--- src/rtl/wb_write_arbiter.sv ---
// Write-back arbiter: merges two req/ack write requesters onto the single
// register-file write port. Grants are combinational acks; the selected
// address/data are registered and presented one cycle later with a
// single-cycle write strobe.
module wb_write_arbiter #(
   parameter int WIDTH    = 32,
   parameter int AW       = 4,
   parameter int RR_MODE  = 0,
   parameter int MAX_WAIT = 3
) (
   input  logic             clk,
   input  logic             reset,
   input  logic             hold,
   input  logic             req1,
   input  logic [AW-1:0]    addr1,
   input  logic [WIDTH-1:0] din1,
   output logic             ack1,
   input  logic             req2,
   input  logic [AW-1:0]    addr2,
   input  logic [WIDTH-1:0] din2,
   output logic             ack2,
   output logic             wen,
   output logic [AW-1:0]    waddr,
   output logic [WIDTH-1:0] wdata,
   output logic             busy
);

   localparam logic [3:0] C_MAX_WAIT = 4'(MAX_WAIT);
   localparam bit         C_RR       = (RR_MODE != 0);

   logic             w_allow;
   logic             w_pick2;
   logic             w_ack1;
   logic             w_ack2;

   // r_last2 = 1 means port 2 received the most recent grant
   logic             r_last2;
   logic [3:0]       r_wait_cnt;
   logic             r_wen;
   logic [AW-1:0]    r_waddr;
   logic [WIDTH-1:0] r_wdata;

   // Grant decision: when both request, w_pick2 decides the winner
   always_comb begin
      w_allow = ~hold & ~reset;
      w_pick2 = C_RR ? ~r_last2 : (r_wait_cnt == C_MAX_WAIT);
      w_ack1  = w_allow & req1 & ~(req2 & w_pick2);
      w_ack2  = w_allow & req2 & (~req1 | w_pick2);
   end

   // Round-robin pointer: remembers which port won last
   always_ff @(posedge clk) begin
      if (reset) begin
         r_last2 <= 1'b1;
      end else if (w_ack1) begin
         r_last2 <= 1'b0;
      end else if (w_ack2) begin
         r_last2 <= 1'b1;
      end
   end

   // Starvation guard: counts cycles port 2 lost to port 1, saturating
   always_ff @(posedge clk) begin
      if (reset || C_RR) begin
         r_wait_cnt <= 4'd0;
      end else if (w_ack2) begin
         r_wait_cnt <= 4'd0;
      end else if (w_ack1 && req2 && (r_wait_cnt != C_MAX_WAIT)) begin
         r_wait_cnt <= r_wait_cnt + 4'd1;
      end
   end

   // Output stage: capture the granted write, pulse wen for one cycle
   always_ff @(posedge clk) begin
      if (reset) begin
         r_wen   <= 1'b0;
         r_waddr <= '0;
         r_wdata <= '0;
      end else if (w_ack1) begin
         r_wen   <= 1'b1;
         r_waddr <= addr1;
         r_wdata <= din1;
      end else if (w_ack2) begin
         r_wen   <= 1'b1;
         r_waddr <= addr2;
         r_wdata <= din2;
      end else begin
         r_wen   <= 1'b0;
      end
   end

   assign ack1  = w_ack1;
   assign ack2  = w_ack2;
   assign wen   = r_wen;
   assign waddr = r_waddr;
   assign wdata = r_wdata;
   assign busy  = (req1 & ~w_ack1) | (req2 & ~w_ack2);

endmodule
--- config.mk ---
export PLATFORM = sky130hd
export DESIGN_NAME = wb_write_arbiter
export DESIGN_NICKNAME = d
export VERILOG_FILES = /design/src/rtl/wb_write_arbiter.sv
export SDC_FILE = /design/constraint.sdc
export NUM_CORES = 1
export LEC_CHECK = 0
export ABC_AREA = 1
export CORE_ASPECT_RATIO = 1.4
export CORE_MARGIN = 1.5
export CORE_UTILIZATION = 40
export DETAILED_ROUTE_END_ITERATION = 8
export PLACE_DENSITY_LB_ADDON = 0.25
export SYNTH_ARGS = -nofsm -noshare
export SYNTH_HDL_FRONTEND = slang
export SYNTH_SLANG_ARGS = --single-unit
--- constraint.sdc ---
create_clock -name clk -period 2 [get_ports clk]
set_input_delay 0.4 -clock clk [delete_from_list [all_inputs] [get_ports clk]]
set_output_delay 0.4 -clock clk [all_outputs]
set_load 0.05 [all_outputs]
Yosys cells after proc, flatten, opt, wreduce, memory -nomap -nowiden --
Cells that the tools add are included.
Word-level totals: flip-flop bits (word level) 41, bits in latches 0, bits in writable memories 0, memory bits (read-only) 0, input port bits 77, logic and storage cells 33, memories 0
Operators by class: $add $sub $neg 1, multipliers 0, div/mod/pow operators 0, $lt $le $gt $ge 0, equal/unequal tests 2, shift-type cells 0, multiplexer cells 6, bitwise gates (word level) 16, reduce and logical (&&, ||, !) cells 4
Operators by type and width (count):
- 32-bit 2-to-1 mux | 2
- 1-bit bitwise AND | 8
- 4-bit 2-to-1 mux | 2
- 1-bit NOT | 6
- 4-bit by 1-bit adder with 4-bit output (second input constant) | 1
- 4-bit by 2-bit equality test with 1-bit output (second input constant) | 1
- 4-bit by 2-bit != test with 1-bit output (second input constant) | 1
- 1-bit logical AND | 2
- 1-bit 2-to-1 mux | 2
- 1-bit OR | 2
- 2-bit nonzero test | 1
- 2-bit OR reduction | 1

Logic depth before layout (Yosys ltp) --
depth in word-level cells 7, gate-level depth with buffers 10, mapped depth without buffers 8

Worst setup path before layout --
No wires, ideal clock.
path kind reg2out, start reg r_wait_cnt[0], end out busy, data arrival time 1902 ps, required time 1600 ps, slack -302 ps, stages on the path, launching flop included 7, path buffers 1, cell sequence dfxtp_1 -> ha_1 -> nand3_4 -> nand2_4 -> buf_4 -> inv_2 -> o21ai_1
On the way: longest elaborated chain between the ends 7
RTL lines:
- start, declared | line 38 | logic [3:0] r_wait_cnt;
- start signal, assigned | line 69 | r_wait_cnt <= r_wait_cnt + 4'd1;
- 4-bit by 2-bit equality test with 1-bit output | line 46 | w_pick2 = C_RR ? ~r_last2 : (r_wait_cnt == C_MAX_WAIT);
- 1-bit bitwise AND | line 47 | w_ack1 = w_allow & req1 & ~(req2 & w_pick2);
- 1-bit NOT | line 47
- 1-bit bitwise AND | line 47
- via ack1 | line 17 | output logic ack1,
- 1-bit NOT | line 97 | assign busy = (req1 & ~w_ack1) | (req2 & ~w_ack2);
- 1-bit bitwise AND | line 97
- 1-bit OR | line 97
- end, declared | line 25 | output logic busy
The timed path passes the listed nets, and every way through them passes these cells.

Final worst setup path --
start in req1, end out ack2
On the way: longest elaborated chain between the ends 3
RTL lines:
- start, declared | line 14 | input logic req1,
- 1-bit NOT | line 48 | w_ack2 = w_allow & req2 & (~req1 | w_pick2);
- 1-bit OR | line 48
- 1-bit bitwise AND | line 48
- end, declared | line 21 | output logic ack2,
Every way passes these cells.

==> results.md <==
Detailed routing:
- Detailed routing placed a total of between 3 and 4 mm of wire on met2.
- The detailed-routing iteration count for the pre-antenna-repair pass is 4.
- The met3 wire length is around 420 microns.
- For this block, the via count after detailed routing is about 2500.
- Dividing the detail-routed via count by the number of cells gives 4.68.
- The detailed router put a total of 2.47 mm of wire on met1.
- After detailed routing, the number of remaining DRC violations is 0.
- The final routed wirelength across all metal layers is approximately 6.2 mm.
- The detailed router finished its first iteration with 93 violations.
- The number of routed nets with antenna violations is 0.
- The top metal layer carrying routed signals is met4.
- Dividing the detail-routed wire length by the instance count gives ~12 microns.

Timing:
- Setup violations remaining at the end of the flow were counted as 0.
- The hold violation total from the final report came to 0.
- Based on the critical path, the design can be clocked at up to ~520 MHz.
- The minimum period implied by the final worst setup slack is 1920 ps.
- The worst-case headroom to the max-slew limit is ~64%.
- The share of the cycle needed by the critical path after routing is slightly below 100%.
- Setup repair after global routing left no endpoint under its margin.
- Final hold analysis gives a worst-case slack of approximately 530 ps.
- The total count of max-transition violations in the final report was 0.
- Between clock sinks in the finished design, the worst skew comes to approximately 8.3 ps.
- The final worst-path setup slack is 77.3 ps.
- At the pin with the least slew margin, the transition time is about 530 ps.

Layout:
- The proportion of layout cells with a drive suffix above 1 is 8.30%.
- Compared with the post-synthesis result, the final layout area differs by 59.2%.
- For this run, the post-layout net count is roughly 550.
- The repair_antennas step left the layout with diodes totalling 0.

Worst setup path:
- The sort of element at the end of the critical path is a primary output.
- The critical path data required time is about 1600 ps.
- The data arrival at the endpoint of the critical path is 1520 ps.
- In this run the worst path has a maximum fanout of 3.
- The kind of start point of the critical path is a primary input.
- The worst setup path is of the primary input to primary output kind.

Synth:
- Counting flops with an async set or reset pin after synthesis yields a share of 0%.
- In this run, distinct cell masters in the synthesized netlist total 25.
- Of the synthesized area, sequential elements account for between 30 and 40%.
- The library cell with the highest instance count after synthesis is sky130_fd_sc_hd__nand2_1.
- Ranked by instance count, the synthesized netlist is headed by sky130_fd_sc_hd__nand2_1 (83), sky130_fd_sc_hd__nand3_1 (75), sky130_fd_sc_hd__inv_1 (73).
- By area the synthesized netlist is led by sky130_fd_sc_hd__dfxtp_1 (36%), sky130_fd_sc_hd__nand3_1 (16%), sky130_fd_sc_hd__nand2_1 (13%).
- The biggest area contributor in the post-synthesis netlist is sky130_fd_sc_hd__dfxtp_1.
- The average footprint of a synthesized cell is 6.54 sq um.
- Counting flops with a built-in enable in the synthesized netlist gives 0.
- The number of nets in the synthesized netlist is about 430.
- The post-synthesis instance area is between 2000 and 2500 sq um.
- The portion of synthesized cell area occupied by the leading cell type is a little over a third.
- Yosys printed 0 warnings.
- After synthesis the netlist holds a flip-flop and latch count of 41.
- The gate count after technology mapping is 353.
- The dominant register cell in the synthesized netlist is sky130_fd_sc_hd__dfxtp_1.

Pwr:
- The worst-case IR drop observed on VDD is about 0.36 mV.
- The areal power density over the cells is between 600 and 700 nW/um^2.
- The internal power of the cells is approximately 1.6 mW.
- The leakage power total is about 1.7 nW.
- The total power draw is ~2.2 mW.
- The share of total power consumed by net switching is between 30% and 40%.
- The portion of total power attributed to the clock network is about 31%.
- For this design the total switching power over the nets is between 0.6 and 0.7 mW.
- Per report_power, the sequential group accounts for between 30% and 40% of the total.
- The part of the power in combinational logic is between 20% and 30%.

Clock tree:
- The number of clock buffers inserted by TritonCTS is 5.
- The number of hold buffers added after cts is 0.
- The clock-pin slew reported for the worst setup and hold paths after clock tree synthesis is approximately 70 ps.
- CTS saw 41 sinks.
- The number of setup buffers added after CTS is 0.
- The total number of H-tree levels is 2.
- The clock latency at the later pin of the worst-skew pair is 290 ps.
- The master cell of the clock root buffer is sky130_fd_sc_hd__clkbuf_8.
- The worst-case clock buffer depth is 2.
- TritonCTS built the clock tree.

Place:
- The quantity of I/O buffers inserted on ports is about 120.
- The placer congestion estimate is about 0.75.
- The worst slack after detailed placement is -47.4 ps.
- The final HPWL from detailed placement is roughly 4.5 mm.

Hold path:
- The worst min-delay path category is flop to flop.

Die:
- Once the floorplan was initialized, standard cells occupied 41.8% of the core.
- The initialized floorplan defines 32 standard-cell rows.
- The floorplan step set the die height to roughly 93 microns.
- The top-level port count is 117.
- The overall die width is just under 70 microns.
- The floorplan step defined a die boundary enclosing approximately 6200 sq um.
- The core region is between 5000 and 6000 sq um.

Global routing:
- The wire length of the first global-routing pass is between 9 and 10 mm.
- The via count of the first global-routing pass is ~2200.
- Global routing finished with a remaining overflow of 0.
- The number of antenna violations at the first check in global routing was 0.
- The largest net degree at the start of global routing is 38.
- The global router's overall resource usage is approximately 20%.

Status:
- The flow ran to the end, and the final reports show no timing, DRC or antenna violations.

Flow run:
- Max-cap violations in this run came to 0.
-- metrics by stage --
stage	setup TNS (ps)	area, sq um	cells	utilization (%)
floorplan	0	2320	353	-
global placement	-55.2	3530	530	64.0
detailed placement	-47.4	3530	530	64.0
CTS	0	3660	538	66.2
global route	0	3680	538	66.5
finish	0	3680	538	66.5
-- sequential cells by signal, summed over array words and instances (netlist names) --
signal	cells
waddr	4
wen	1
wdata	32
r_wait_cnt	4
-- power by group through the flow --
stage | clock (mW) | combinational [mW] | sequential, mW
after global routing | 0.737 | 0.716 | 0.897
after global placement | 0 | 0.658 | 0.908
after detailed placement | 0 | 0.667 | 0.910
after floorplan | 0 | 0.203 | 1.08
after CTS | 0.707 | 0.669 | 0.891
final | 0.690 | 0.665 | 0.891
-- cells in the final DEF (no fill, tap or decap), drive strengths merged, types with 3 or more instances in the layout --
cell type,Yosys,routed
a21oi,41,41
buf,17,16
clkbuf,3,6
clkdlybuf4s50,0,111
dfxtp,41,41
inv,78,78
nand2,85,85
nand3,76,76
nor2,4,4
o21ai,3,3
-- layer usage --
layer,GRT usage (%),vias up
met4,6.63,0
met3,5.10,8
met1,21.5,1112
met2,38.3,76
met5,0,-
li1,-,1323
-- what timing repair did --
action                     CTS  global route
gates resized for setup      3             4
hold endpoints to repair     0             0
pin swaps                    0             0
setup endpoints to repair    2             2
-- critical path, stage by stage --
cell                              delay (ps)
sky130_fd_sc_hd__clkdlybuf4s50_1         430
sky130_fd_sc_hd__inv_2                   140
sky130_fd_sc_hd__a21oi_2                  70
sky130_fd_sc_hd__buf_4                   140
sky130_fd_sc_hd__nor2_1                  170
sky130_fd_sc_hd__buf_12                  170
-- cell families (layout without fill, tap and decap cells) --
group	after synthesis	in the layout	share of synthesized area (%)
AOI/OAI and AO/OA	45	45	10.5
xor gates and xnor gates	1	1	0.379
adders and majority gates	1	1	0.542
buffers and inverters	98	215	19.3
DFF	41	41	35.6
and+or+nand+nor	167	167	33.7
-- path summary, 6_finish.rpt --
kind	start	to	slack, ps	cells past startpoint
worst max register to register	r_wait_cnt[0]	wdata[11]	480	8
worst min register to register	wdata[11]	wdata[11]	530	4
worst min-delay path	wdata[11]	wdata[11]	530	4
worst max-delay path	req1	ack2	80	6
-- final cells by class --
class | count | area [sq um]
clock buffers | 6 | 82.6
clock inverters | 2 | 37.5
flip-flops and latches | 41 | 821
well taps | 68 | 85.1
inverters | 78 | 300
repair buffers | 129 | 1280
multi-input cells | 214 | 1070
fillers | 502 | 1850
(Power assumes the default switching activity.)
==> RTL change 1, RTL diff (same flow settings) <==
Change the parameter `RR_MODE` from 0 to 1.
--- a/src/rtl/wb_write_arbiter.sv
+++ b/src/rtl/wb_write_arbiter.sv
@@ -5,7 +5,7 @@
 module wb_write_arbiter #(
    parameter int WIDTH    = 32,
    parameter int AW       = 4,
-   parameter int RR_MODE  = 0,
+   parameter int RR_MODE  = 1,
    parameter int MAX_WAIT = 3
 ) (
    input  logic             clk,
Check against the original RTL: not equivalent (Yosys sat finds a counterexample within 4 cycles, from zero or initial values and one cycle with reset high).
==> RTL change 1 against the original RTL <==
- sequential power is 6.1% lower
- register-to-register slack better by 0.09 ns
- design area fell by 4.6%
- critical path depth fell by 1
- synthesized area shrank 3.3%
- clock skew decreased by 0.0045 ns
- cell count unchanged
- power down 7.3%
- sequential share of layout area decreased by 0.64 points
- sequential cell count down 3
- die area is 3.2% lower
- setup slack lost 0.029 ns
- routed wire length down 8.2%
- hold slack improved by 0.030 ns
==> RTL change 1: results (changes against the original RTL) <==
| Metric | Value |
|---|---|
| Routed met3 length | `284 um (-32%)` |
| #MultiIn Comb | `260 (+21%)` |
| Largest net degree at the start of global routing | `50 (+32%)` |
| Post-DP HPWL | `4120 um (-8.4%)` |
| Layout cells sized above 1 | `5.11% (-3.2 points)` |
| Syn_nets | `437 (+1.4%)` |
| NonClk Buf Share | `36.5% (+1.7 points)` |
| ClkCell Share | `2.35% (-0.91 points)` |
| Met2 usage | `34.4% (-3.9 points)` |
| Synth cell types | `15 (-40%)` |
| First-pass GRT wire length | `9070 um (-7.7%)` |
| Worst path max stage delay | `0.47 ns (+0.04 ns)` |
| Worst flop-to-flop path startpoint | `r_last2` |
| Nets | `548 (+0.18%)` |
| Crit path max fanout | `4 (+1)` |
| Post-Syn Area | `2230 um^2 (-3.3%)` |
| Initial DRC Count | `92 (-1.1%)` |
| Mean routed wirelength per cell | `10.6 um (-8.2%)` |
| WHS Endpoint | `r_last2` |
| Synth Register Bits | `38 (-7.3%)` |
| Met1 Usage GRT | `20.2% (-1.3 points)` |
| Critical path launch point | `reset` |
| RePlAce Congestion | `0.776 (+4.1%)` |
| Largest cells by area after synthesis | `dfxtp_1 (34%), nand2_1 (18%), nor2_1 (18%), nand3b_1 (12%), inv_1 (6.6%)` |
| Worst-case clock skew | `0.00380 ns (-0.00452 ns)` |
| Rel. slew slack | `63.1% (-1.3 points)` |
| TritonCTS Buffers | `5 (unchanged)` |
| R2R Path End | `wdata[0]` |
| Post-synthesis compound-gate area fraction | `0.729% (-9.7 points)` |
| Critical Path Sink | `busy` |
| Hold Path Origin | `r_last2` |
| FFs w/ async S/R, synth | `0% (unchanged)` |
| Setup WS pre-CTS | `0.0360 ns (+0.0834 ns)` |
| Met2 WL | `3080 um (-5.0%)` |
| Initial antenna violation count | `0 (unchanged)` |
| P_leak | `0.00177 uW (+4.2%)` |
| Setup slack, reg-to-reg | `0.57 ns (+0.09 ns)` |
| GRT Util Overall | `18.9% (-1.6 points)` |
| DR pass1 iterations | `5 (+1)` |
| Register area | `761 um^2 (-7.3%)` |
| GR Util met3 | `3.84% (-1.3 points)` |
| VDD IR max | `0.436 mV (+21%)` |
| Reg2Reg Depth | `7 (-1)` |
| Non-clock inverter count | `40 (-49%)` |
| Signal buffers | `126 (-2.3%)` |
| Achievable Freq | `512 MHz (-1.5%)` |
| Vias per std cell | `4.50 (-3.9%)` |
| Hold Path Cell Cnt | `2 (-2)` |
| Adder-Cell Fraction of Synth Area | `0% (-0.54 points)` |
| Vias in the first global route | `2,115 (-6.0%)` |
| Multi-input combinational area share | `32.8% (+3.6 points)` |
| Number of antenna diodes | `0 (unchanged)` |
| Fill cells | `527 (+5.0%)` |
| CP arrival | `1.55 ns (+0.03 ns)` |
| Met1 wire length | `2180 um (-12%)` |
| Post-Synth XOR/XNOR Area | `0% (-0.38 points)` |
| Status | `finished, final reports clean` |
| Sequential fraction of the synthesis area | `34.1% (-1.5 points)` |
RTL change 1: cell types whose count changed after synthesis, moves of 3 or more:
cell      change
a21oi_1      -41
buf_2         -6
buf_6        +10
buf_8         -3
dfxtp_1       -3
inv_1        -34
nand2_1      +27
nand3_1      -75
nand3b_1     +36
nor2_1      +106
RTL change 1: where the power goes:
part           switching (uW)  internal [uW]  leakage, uW
Combinational             397            333      0.00141
Sequential               24.0            813     0.000312
Clock                     249            266    0.0000431
Total                     670           1410      0.00177
RTL change 1: timing repair:
action,4_1_cts,5_1_grt
resized for setup,0,1
endpoints found under the setup margin,0,1
hold buffers,0,0
RTL change 1: metrics by stage:
stage	instance area, um^2	hold slack (ns)	instances	power [uW]
2_1_floorplan	2230	0.488	360	1280
4_1_cts	3500	0.559	538	2100
5_1_grt	3510	0.580	538	2190
3_5_place_dp	3420	0.545	532	1590
6_report	3510	0.562	538	2080
3_3_place_gp	3420	0.519	532	1580
==> RTL change 2, RTL diff (same settings) <==
Made on the original files. One comparison of `r_wait_cnt` changes from == to >=.
--- a/src/rtl/wb_write_arbiter.sv
+++ b/src/rtl/wb_write_arbiter.sv
@@ -43,7 +43,7 @@
    // Grant decision: when both request, w_pick2 decides the winner
    always_comb begin
       w_allow = ~hold & ~reset;
-      w_pick2 = C_RR ? ~r_last2 : (r_wait_cnt == C_MAX_WAIT);
+      w_pick2 = C_RR ? ~r_last2 : (r_wait_cnt >= C_MAX_WAIT);
       w_ack1  = w_allow & req1 & ~(req2 & w_pick2);
       w_ack2  = w_allow & req2 & (~req1 | w_pick2);
    end
Check against the original RTL: same outputs for any inputs over 10 cycles, from zero or initial values and one cycle with reset high; that may be too few to reach the edited logic, so the function may still have changed.
==> RTL change 2 against the original RTL <==
- clock power shrank 26%
- setup slack improved by 0.0076 ns
- design area is 4.4% lower
- sequential share of layout area is 1.0 points higher
- first-iteration DRC count grew 13%
- synthesized area is 7.0% lower
- sequential cell count unchanged
- register-to-register slack worse by 0.03 ns
- power fell by 8.5%
- global-route usage rose by 0.64 points
- hold slack got worse by 0.10 ns
- routed wire length fell by 5.7%
- largest power group unchanged
- sequential power barely moved
- largest cell class unchanged
==> RTL change 2: results (changes against the original RTL) <==
| Metric | Value |
|---|---|
| Status | `finished, final reports clean` |
| Taps Inserted | `66 (-2.9%)` |
| Post-cts sizing count | `0 (-3)` |
| P_leak | `0.00164 uW (-3.4%)` |
| Largest net degree at the start of global routing | `38 (unchanged)` |
| Fin crit period | `1.92 ns (-0.00757 ns)` |
| Layout cells sized above 1 | `8.02% (-0.28 points)` |
| GR Util met3 | `6.73% (+1.6 points)` |
| Hold Path Origin | `r_wait_cnt[2]` |
| Number of antenna diodes | `0 (unchanged)` |
| Placed inst area | `3420 um^2 (-3.2%)` |
| Synth cell types | `22 (-12%)` |
| Crit path max fanout | `4 (+1)` |
| ClkCell Share | `2.28% (-0.99 points)` |
| Rel. slew slack | `64.3% (-0.097 points)` |
| Sequential fraction of the synthesis area | `38.2% (+2.7 points)` |
| VDD IR max | `0.407 mV (+13%)` |
| Post-DP HPWL | `4130 um (-8.2%)` |
| Non-clock inverter count | `46 (-41%)` |
| Pwr dens | `585 nW/um^2 (-4.3%)` |
| Final Hold Slack | `0.432 ns (-0.0996 ns)` |
| Met2 usage | `39.3% (+0.99 points)` |
| Nets | `501 (-8.4%)` |
| Met1 Usage GRT | `22.0% (+0.53 points)` |
| Fill cells | `483 (-3.8%)` |
| Post-synth top cells | `nand2_1 (76), nand3_1 (74), inv_1 (42)` |
| Finished Layout Cells | `490 (-8.9%)` |
| Critical path launch point | `reset` |
| R2R Path End | `wdata[5]` |
| WHS Endpoint | `r_wait_cnt[2]` |
| First-pass GRT wire length | `9580 um (-2.5%)` |
| #MultiIn Comb | `201 (-6.1%)` |
| Critical Path Sink | `busy` |
| Met2 WL | `3020 um (-6.8%)` |
| Mean routed wirelength per cell | `12.0 um (+3.5%)` |
| Worst path max stage delay | `0.47 ns (+0.04 ns)` |
| Reg2Reg Depth | `9 (+1)` |
| Setup WS pre-CTS | `0.0257 ns (+0.0731 ns)` |
| Largest cells by area after synthesis | `dfxtp_1 (38%), nand3_1 (17%), nand2_1 (13%), o21a_1 (13%), inv_1 (7.3%)` |
| TritonCTS Buffers | `5 (unchanged)` |
| GRT Util Overall | `21.1% (+0.64 points)` |
| Vias post-DR | `2,348 (-6.8%)` |
| Setup slack, reg-to-reg | `0.45 ns (-0.03 ns)` |
| Avg Synthesized Cell Area | `6.97 um^2 (+6.6%)` |
| Vias in the first global route | `2,191 (-2.6%)` |
| RePlAce Congestion | `0.724 (-3.0%)` |
| Initial DRC Count | `105 (+13%)` |
| Hold Path Cell Cnt | `2 (-2)` |
| Worst-case clock skew | `0.00478 ns (-0.00354 ns)` |
| Placed cells | `482 (-9.1%)` |
| Signal buffers | `128 (-0.78%)` |
| Multi-input combinational area share | `30.1% (+0.92 points)` |
| Total setup buffers inserted after CTS | `0 (unchanged)` |
| Met1 wire length | `2290 um (-7.0%)` |
| Syn_nets | `386 (-10%)` |
| NonClk Buf Share | `37.0% (+2.2 points)` |
| Clock buffer count | `8 (+2)` |
| Clock insertion delay at the later pin of the skew report | `0.28 ns` |
| Routed met3 length | `433 um (+3.8%)` |
[RTL change 2: cell types whose count changed after synthesis, sizes merged, moves of 2 or more]
cell	unedited run	this run
o21ai	3	0
o21a	0	36
inv	78	46
a21oi	41	2
nand2	85	79
nand3	76	74
[RTL change 2: critical path, delay by kind of cell]
family,cells,cell delay [ns]
buffers and inverters,5,0.81
AND/OR/NAND/NOR,2,0.17
AO/OA/AOI/OAI,1,0.14
[RTL change 2: report_power, final]
| part | switching (uW) | leakage, uW | total, uW | internal (uW) |
|---|---|---|---|---|
| clock network | 263 | 0.0000395 | 511 | 248 |
| registers | 23.2 | 0.000337 | 889 | 866 |
| logic | 346 | 0.00126 | 655 | 309 |
[RTL change 2: cells by family after synthesis]
| family | synth area share (%) |
|---|---|
| fa+ha+maj | 0.583 |
| simple gates | 33.6 |
| compound gates | 14.2 |
| buf+inv | 13.4 |
| flops | 38.2 |
